### config.mk
export PLATFORM = sky130hd
export DESIGN_NAME = hash_light_msg_ctrl_flat
export DESIGN_NICKNAME = d
export VERILOG_FILES = /design/src/rtl/hash_light_msg_ctrl_pkg.sv /design/src/rtl/hash_light_msg_ctrl_if.sv /design/src/rtl/hash_light_msg_ctrl.sv /design/src/flat_wrapper.sv
export SDC_FILE = /design/constraint.sdc
export NUM_CORES = 1
export LEC_CHECK = 0
export ABC_CLOCK_PERIOD_IN_PS = 2250
export BUFFER_PORTS_ARGS = -buffer_cell sky130_fd_sc_hd__buf_2
export CORE_MARGIN = 5
export CORE_UTILIZATION = 49
export DETAILED_ROUTE_END_ITERATION = 10
export GPL_TIMING_DRIVEN = 0
export PLACE_DENSITY = 0.81
export SETUP_SLACK_MARGIN = 0.3
export SYNTH_ARGS = -nofsm -noshare
export SYNTH_HDL_FRONTEND = slang
export SYNTH_SLANG_ARGS = --single-unit
### constraint.sdc
create_clock -name clk -period 2.25 [get_ports clk]
set_input_delay 0.1125 -clock clk [delete_from_list [all_inputs] [get_ports clk]]
set_output_delay 0.1125 -clock clk [all_outputs]
set_load 0.1 [all_outputs]
### src/rtl/hash_light_msg_ctrl_pkg.sv
// hash_light_pkg: shared types, constants and block packer for the light-hash message controller
package hash_light_pkg;
  localparam int BLOCK_BYTES = 4;
  typedef logic [7:0] byte_t;
  typedef byte_t [0:BLOCK_BYTES-1] block_t;
  typedef enum logic [2:0] {IDLE, COLLECT, START, WAIT, OUT} msg_state_e;
  localparam byte_t PAD_BYTE = 8'h80;
  function automatic block_t pack_byte(block_t b, logic [1:0] idx, byte_t d, logic last);
    block_t r;
    for (int i = 0; i < BLOCK_BYTES; i++)
      r[i] = i == int'(idx) ? d : last && i > int'(idx) ? (i == int'(idx) + 1 ? PAD_BYTE : 8'h00) : b[i];
    return r;
  endfunction
endpackage

### src/rtl/hash_light_msg_ctrl_if.sv
// hash_light_msg_ctrl_if: upstream byte stream (in_valid/in_ready/in_data/in_last); master = source, slave = controller
interface hash_light_msg_ctrl_if;
  import hash_light_pkg::*;
  logic in_valid;
  logic in_ready;
  logic in_last;
  byte_t in_data;
  modport master(output in_valid, in_data, in_last, input in_ready);
  modport slave(input in_valid, in_data, in_last, output in_ready);
endinterface

### src/rtl/hash_light_msg_ctrl.sv
// hash_light_msg_ctrl: packs a byte stream into padded 4-byte blocks, drives hash core start/m/iv, chains d, emits dig_valid/dig_data, err on done timeout
module hash_light_msg_ctrl
  import hash_light_pkg::*;
#(
  parameter block_t IV_INIT = 32'h34550F14,
  parameter int TIMEOUT = 64
) (
  input  logic clk,
  input  logic rst,
  hash_light_msg_ctrl_if.slave up,
  output logic hash_start,
  output block_t hash_m,
  output block_t hash_iv,
  input  block_t hash_d,
  input  logic hash_done,
  output logic dig_valid,
  output block_t dig_data,
  output logic err
);
  localparam int CW = $clog2(TIMEOUT) + 1;
  localparam logic [CW-1:0] CNT_LAST = CW'(TIMEOUT - 1);
  msg_state_e state, nxt;
  logic [1:0] idx;
  logic last_flag, pad_pending;
  logic [CW-1:0] cnt;
  block_t chain;
  logic acc, blk_end, done_ok, tmo;
  assign up.in_ready = state == IDLE || state == COLLECT;
  assign hash_iv = chain;
  always_comb begin
    acc = up.in_valid && up.in_ready;
    blk_end = acc && (idx == 2'd3 || up.in_last);
    done_ok = state == WAIT && cnt != '0 && hash_done;
    tmo = state == WAIT && !done_ok && cnt == CNT_LAST;
    hash_start = state == START;
    err = tmo;
    nxt = state;
    case (state)
      IDLE, COLLECT: nxt = blk_end ? START : acc ? COLLECT : state;
      START: nxt = WAIT;
      WAIT: nxt = done_ok ? (pad_pending ? START : last_flag ? OUT : COLLECT) : tmo ? IDLE : WAIT;
      OUT: nxt = IDLE;
      default: nxt = IDLE;
    endcase
  end
  always_ff @(posedge clk) begin
    if (rst) begin
      state <= IDLE;
      idx <= '0;
      last_flag <= 1'b0;
      pad_pending <= 1'b0;
      cnt <= '0;
      chain <= IV_INIT;
      hash_m <= '0;
      dig_valid <= 1'b0;
      dig_data <= '0;
    end else begin
      state <= nxt;
      dig_valid <= state == OUT;
      cnt <= state == WAIT ? cnt + 1'b1 : '0;
      if (acc) begin
        hash_m <= pack_byte(hash_m, idx, up.in_data, up.in_last);
        idx <= idx + 1'b1;
      end else if (!up.in_ready) idx <= '0;
      if (blk_end) begin
        last_flag <= up.in_last;
        pad_pending <= up.in_last && idx == 2'd3;
      end
      if (done_ok && pad_pending) begin
        hash_m <= {PAD_BYTE, 8'h00, 8'h00, 8'h00};
        pad_pending <= 1'b0;
      end
      chain <= done_ok ? hash_d : (state == IDLE || state == OUT || tmo) ? IV_INIT : chain;
      if (state == OUT) dig_data <= chain;
    end
  end
endmodule

### src/flat_wrapper.sv
// flat-port wrapper written by rule: the top's interface ports become plain ports
module hash_light_msg_ctrl_flat import hash_light_pkg::*;
#(
  parameter block_t IV_INIT = 32'h34550F14,
  parameter int TIMEOUT = 64
)
  (clk, rst, hash_start, hash_m, hash_iv, hash_d, hash_done, dig_valid, dig_data, err, up_in_valid, up_in_data, up_in_last, up_in_ready);
  hash_light_msg_ctrl_if up_i ();
  input  logic clk;
  input  logic rst;
  output logic hash_start;
  output block_t hash_m;
  output block_t hash_iv;
  input  block_t hash_d;
  input  logic hash_done;
  output logic dig_valid;
  output block_t dig_data;
  output logic err;
  input wire logic [$bits(up_i.in_valid)-1:0] up_in_valid;
  input wire logic [$bits(up_i.in_data)-1:0] up_in_data;
  input wire logic [$bits(up_i.in_last)-1:0] up_in_last;
  output wire logic [$bits(up_i.in_ready)-1:0] up_in_ready;
  assign up_i.in_valid = up_in_valid;
  assign up_i.in_data = up_in_data;
  assign up_i.in_last = up_in_last;
  assign up_in_ready = up_i.in_ready;
  hash_light_msg_ctrl #(.IV_INIT(IV_INIT), .TIMEOUT(TIMEOUT)) u_core (.clk(clk), .rst(rst), .up(up_i), .hash_start(hash_start), .hash_m(hash_m), .hash_iv(hash_iv), .hash_d(hash_d), .hash_done(hash_done), .dig_valid(dig_valid), .dig_data(dig_data), .err(err));
endmodule
==> results of run 1 <==
-- flip-flops by register name (all words and copies together) (netlist names) --
| name | cells |
|---|---|
| u_core.last_flag | 1 |
| u_core.state | 3 |
| u_core.dig_valid | 1 |
| u_core.dig_data | 32 |
| u_core.idx | 2 |
| u_core.cnt | 7 |
| u_core.hash_m | 32 |
| u_core.pad_pending | 1 |
| u_core.hash_iv | 32 |
-- kinds of logic after synthesis --
kind of cell	Yosys count	share of synthesized area, %
AO/OA/AOI/OAI	115	19.7
XOR/XNOR	5	1.07
adder cells (fa/ha/maj)	7	2.13
buffers and inverters	34	4.29
flip-flops	111	54.0
multiplexers	5	1.25
AND/OR/NAND/NOR	166	17.6
-- where the power goes --
part	internal, mW	switching (mW)	leakage [nW]
combinational	0.205	0.395	1.52
sequential	1.99	0.0231	0.898
clock	0.438	0.746	0.0939
total	2.64	1.16	2.51
-- synth_stat cells (all sizes together) --
library cell / count / area, µm²
nor2b: 2 / 12.5
nor2: 23 / 88.8
or3: 2 / 12.5
a211oi: 3 / 27.5
a31o: 2 / 26.3
nand2b: 2 / 12.5
a22oi: 9 / 67.6
o22a: 13 / 114
and2: 4 / 25.0
xnor2: 3 / 26.3
inv: 4 / 15.0
a31oi: 4 / 31.3
clkbuf: 19 / 71.3
nor4: 3 / 18.8
dfxtp: 111 / 2220
o211a: 1 / 10.0
xor2: 2 / 17.5
o21ai: 5 / 25.0
nor3b: 3 / 27.5
a21o: 1 / 7.51
o31ai: 1 / 21.3
o211ai: 1 / 7.51
nand3: 18 / 95.1
buf: 11 / 90.1
a22o: 19 / 166
and3b: 1 / 8.76
nor3: 4 / 20.0
mux2i: 4 / 40.0
ha: 7 / 87.6
mux2: 1 / 11.3
a21oi: 55 / 294
o31a: 1 / 10.0
or4b: 1 / 13.8
nand2: 103 / 387
-- critical path, stage by stage, from the launching register on --
cell and delay [ns]:
dfxtp_2 0.34, inv_2 0.07, ha_4 0.12, or4b_4 0.46, o31a_4 0.31, nor4_4 0.26, buf_6 0.27
-- routing by layer --
| metal | vias to the layer above | track usage [%] |
|---|---|---|
| li1 | 1947 | - |
| met3 | 40 | 5.92 |
| met4 | 0 | 10.2 |
| met5 | - | 0 |
| met2 | 176 | 42.4 |
| met1 | 2004 | 27.6 |
-- what timing repair did --
action | 4_1_cts | 5_1_grt
buffers inserted | 13 | 1
gates resized for setup | 31 | 38
hold buffers | 32 | 0
endpoints found under the setup margin | 55 | 99
pin swaps | 7 | 10
hold endpoints to repair | 32 | 0
gates cloned | 5 | 1
-- layout make-up --
cell class                 count  share of cell area, %
clock inverter                 7                   1.30
clock buffer                   9                   2.11
timing repair buffer         195                   21.5
buffer                        30                   3.35
tap                          105                   2.24
sequential                   111                   37.9
inverter                       4                  0.256
multi-input combinational    298                   31.3
-- worst min path at each step --
stage	startpoint	to	cells after the start
after floorplan	hash_d[15]	u_core.hash_iv[15]	1
after global placement	hash_d[17]	u_core.hash_iv[17]	2
after detailed placement	hash_d[31]	u_core.hash_iv[31]	2
after CTS	up_in_data[5]	u_core.hash_m[29]	3
after global routing	up_in_data[6]	u_core.hash_m[30]	3
final	up_in_data[6]	u_core.hash_m[30]	3
==> summary.txt, run 1 <==
Status - finished with violations
Failing checks - setup timing
Nets - 701
Tot GR Track Use - 24.0%
Num ports - 145
Pin count of the biggest net entering global routing - 22
#FFs+latches synth - 111
Final WL - 12.8 mm
Crit path DAT - 2.19 ns
Core area - 0.00822 mm²
Port buffer count - 143
DP Cell Count - 691
Cts bufs inserted - 9
Share of cells above drive strength 1 - 36.4%
Vias in the first global route - 4114
Util after Layout - 71.5%
Distinct cells, synth - 46
Routed len/inst - 16.9 µm
Routed wire length on met2 - 6.50 mm
Non-filler cells, final - 759
Post-route cell area - 0.00587 mm²
Uppermost layer routed - met4
Via/cell ratio - 5.49
Final setup fails - 1
Area occupied by multi-input gates - 0.00184 mm²
Final WS setup - -0.0521 ns
Period utilization - 102%
Worst slack at placement - -0.00573 ns
Commonest non-fill, non-tap cells in the layout - 143 x buf_2, 109 x dfxtp_1, 102 x nand2_1
GRT overflow - 0
Worst reg2reg endpoint - u_core.hash_iv[2]
Routed wl met3 - 998 µm
Fin. Hold Viols - 0
Required @ worst endpoint - 2.14 ns
Tightest Hold Check Type - input port to flip-flop
Reg-to-reg slack, setup - 0.03 ns
Worst R2R Path Depth - 10
Clock Sinks - 111
Fillers - 598
Critical path class - flip-flop to output pin
Setup TNS - -0.0521 ns
Initial antenna violation count - 0
Initial core utilization - 50.0%
Placed cell areas - 0.00498 mm²
Die width - 102 µm
Pre-antenna DRT Iters - 5
Post-DRT Antenna Nets - 0
Slew headroom - 51.3%
# diodes - 0
PD cells - 647 mW/mm²
Crit path from - u_core.cnt[1]
Fin. max-slew vios - 0
Most common cell after layout, fill and taps aside - buf_2
Worst r2r src - u_core.cnt[1]
TritonCTS clock tree - yes
Total vias in the final route - 4167
Met1 WL - 4.95 mm
Slew @ Worst Pin - 0.725 ns
Worst hold slack - 0.0180 ns
Crit start category - flip-flop
Row count - 33
Syn_nets - 495
Fmax - 434 MHz
Max-cap check violation count - 0
CTS Buffer Depth - 2
DP HPWL - 8.34 mm
Die height - 102 µm
H-tree levels - 3
First-pass GRT wire length - 19.6 mm
RSZ-0062 raised after global routing - true
Clock-pin slew on the worst setup and hold paths - 0.11 ns
Worst-path fanout max - 2
Netlist Area Pre-Place - 0.00411 mm²
Maximum VDD drop - 0.516 mV
Syn-to-layout area delta - 42.8%
Crit path to - err
Routability congestion estimate from global placement - 0.817
Starting DRC count in detailed routing - 149
Critical path endpoint category - output pin
Die area - 0.0103 mm²
Total power - 3.80 mW
Sequential cell area fraction in the yosys report - 54.0%
Min cycle time layout - 2.30 ns
Syn Area/Cell - 9.28 µm²
Clk_lat worst skew - 0.37 ns
YS warnings - 0
DR DRC count - 0
Root buffer selected by CTS - clkbuf_8
Clock Skew - 0.0174 ns
Register Area - 0.00222 mm²
Post-Syn Instances - 443
Leakage Power - 2.51 nW
No activity file was read; power rests on OpenSTA's default activity.
==> inputs of run 2 (changes only) <==
CTS_CLUSTER_DIAMETER = 60   (was unset)
PLACE_DENSITY = 0.79   (was 0.81)
==> summary.txt, run 2 (synthesis results as in run 1) <==
Root buffer selected by CTS - clkbuf_8
Required @ worst endpoint - 2.14 ns (about the same)
First-pass GRT wire length - 20.0 mm (+1.7%)
Die width - 102 µm (unchanged)
TritonCTS clock tree - yes
Core area - 0.00822 mm² (unchanged)
Status - finished with violations
H-tree levels - 3 (unchanged)
HP Start - up_in_data[1]
Fillers - 591 (-1.2%)
Max-cap check violation count - 0 (unchanged)
Reg-to-reg slack, setup - -0.04 ns (-0.07 ns)
Syn-to-layout area delta - 49.3%
Fmax - 431 MHz (-0.77%)
Slew @ Worst Pin - 0.769 ns (+0.0436 ns)
Routability congestion estimate from global placement - 0.819 (+0.15%)
Hold depth - 3 (unchanged)
Die height - 102 µm (unchanged)
Worst r2r src - u_core.cnt[1]
Met3 usage - 5.51% (-0.41 points)
Cts bufs inserted - 9 (unchanged)
Port buffer count - 143 (unchanged)
Clock-pin slew on the worst setup and hold paths - 0.11 ns (about the same)
Period utilization - 103% (+0.80 points)
Final WL - 13.1 mm (+2.5%)
Nets - 713 (+1.7%)
Starting DRC count in detailed routing - 173 (+16%)
Non-filler cells, final - 771 (+1.6%)
Clock Sinks - 111 (unchanged)
Leakage Power - 2.59 nW (+3.2%)
Util after Layout - 74.7% (+3.2 points)
Initial antenna violation count - 0 (unchanged)
CTS Buffer Depth - 2 (unchanged)
Crit path from - u_core.cnt[1]
Total vias in the final route - 4118 (-1.2%)
Worst R2R Path Depth - 10 (unchanged)
# diodes - 0 (unchanged)
Initial core utilization - 50.0% (unchanged)
Failing checks - setup timing
Post-DRT Antenna Nets - 0 (unchanged)
Met2 usage - 42.3% (-0.10 points)
Post-route cell area - 0.00614 mm² (+4.5%)
Final WS setup - -0.0700 ns (-0.0180 ns)
DP Cell Count - 691 (unchanged)
Row count - 33 (unchanged)
Tightest Hold Check Type - input port to flip-flop
Critical path class - flip-flop to output pin
Crit start category - flip-flop
GRT met1 Usage - 29.1% (+1.5 points)
Total power - 3.87 mW (+1.8%)
PD cells - 631 mW/mm² (-2.6%)
Pre-antenna DRT Iters - 5 (unchanged)
Crit path DAT - 2.21 ns (+0.02 ns)
Pin count of the biggest net entering global routing - 22 (unchanged)
Setup TNS - -0.502 ns (-0.450 ns)
Die area - 0.0103 mm² (unchanged)
Worst-path fanout max - 2 (unchanged)
Routed len/inst - 17.0 µm (+0.86%)
DR DRC count - 0 (unchanged)
Worst hold slack - 0.0211 ns (+0.00308 ns)
Vias in the first global route - 4091 (-0.56%)
Commonest non-fill, non-tap cells in the layout - 142 x buf_2, 109 x dfxtp_1, 102 x nand2_1
Num ports - 145 (unchanged)
Worst reg2reg endpoint - u_core.hash_m[17]
RSZ-0062 raised after global routing - true
Via/cell ratio - 5.34 (-2.7%)
Fin. max-slew vios - 0 (unchanged)
GRT Max-Usage Layer - met2
Placed cell areas - 0.00498 mm² (unchanged)
Clock Skew - 0.0107 ns (-0.00670 ns)
Slew headroom - 48.4% (-2.9 points)
Final setup fails - 29 (+28)
Min cycle time layout - 2.32 ns (+0.0180 ns)
Share of cells above drive strength 1 - 38.0% (+1.6 points)
Clk_lat worst skew - 0.38 ns (about the same)
DP HPWL - 8.43 mm (+1.1%)
Maximum VDD drop - 0.403 mV (-22%)
Fin. Hold Viols - 0 (unchanged)
Most common cell after layout, fill and taps aside - buf_2
Tot GR Track Use - 24.6% (+0.58 points)
Critical path endpoint category - output pin
Crit path to - err
Worst slack at placement - -0.0128 ns (-0.00704 ns)
GRT overflow - 0 (unchanged)
[run 2: how the worst min path moves through the flow]
stage / slack, ns / to
floorplan: 0.25 / u_core.hash_iv[15]
global placement: 0.33 / u_core.hash_iv[31]
detailed placement: 0.33 / u_core.hash_iv[31]
CTS: 0.002 / u_core.hash_m[28]
global route: 0.03 / u_core.hash_m[25]
finish: 0.02 / u_core.hash_m[25]
[run 2: critical path: stages (launching register included)]
cell and delay (ns):
dfxtp_2 0.35, inv_2 0.07, ha_4 0.11, or4b_4 0.46, o31a_4 0.31, nor4_4 0.26
buf_6 0.27
[run 2: per-layer routing]
layer / routed length, µm / vias to the layer above
li1: - / 1967
met1: 5250 / 1954
met2: 6570 / 157
met3: 887 / 40
met4: 427 / 0
met5: 0 / -
[run 2: timing repair]
action | 4_1_cts | 5_1_grt
endpoints found under the setup margin | 67 | 94
endpoints found under the hold margin | 35 | 0
resized for setup | 34 | 51
setup buffers | 14 | 9
gates cloned | 6 | 0
pin swaps | 4 | 12
hold buffers | 35 | 0
[run 2: area by class of cell]
class                           count  area [µm²]  share of cell area (%)
Sequential cell                   111        2220                    36.2
Multi-Input combinational cell    298        1920                    31.2
Clock buffer                        9         124                    2.02
Buffer                             30         200                    3.26
Tap cell                          105         131                    2.14
Inverter                            4        15.0                   0.245
Clock inverter                      7        83.8                    1.37
Timing Repair Buffer              207        1440                    23.5
[run 2: where the power goes]
| group | total (mW) | internal (mW) | switching (mW) |
|---|---|---|---|
| Combinational | 0.666 | 0.251 | 0.414 |
| Sequential | 2.02 | 1.99 | 0.0227 |
| Clock | 1.19 | 0.439 | 0.750 |
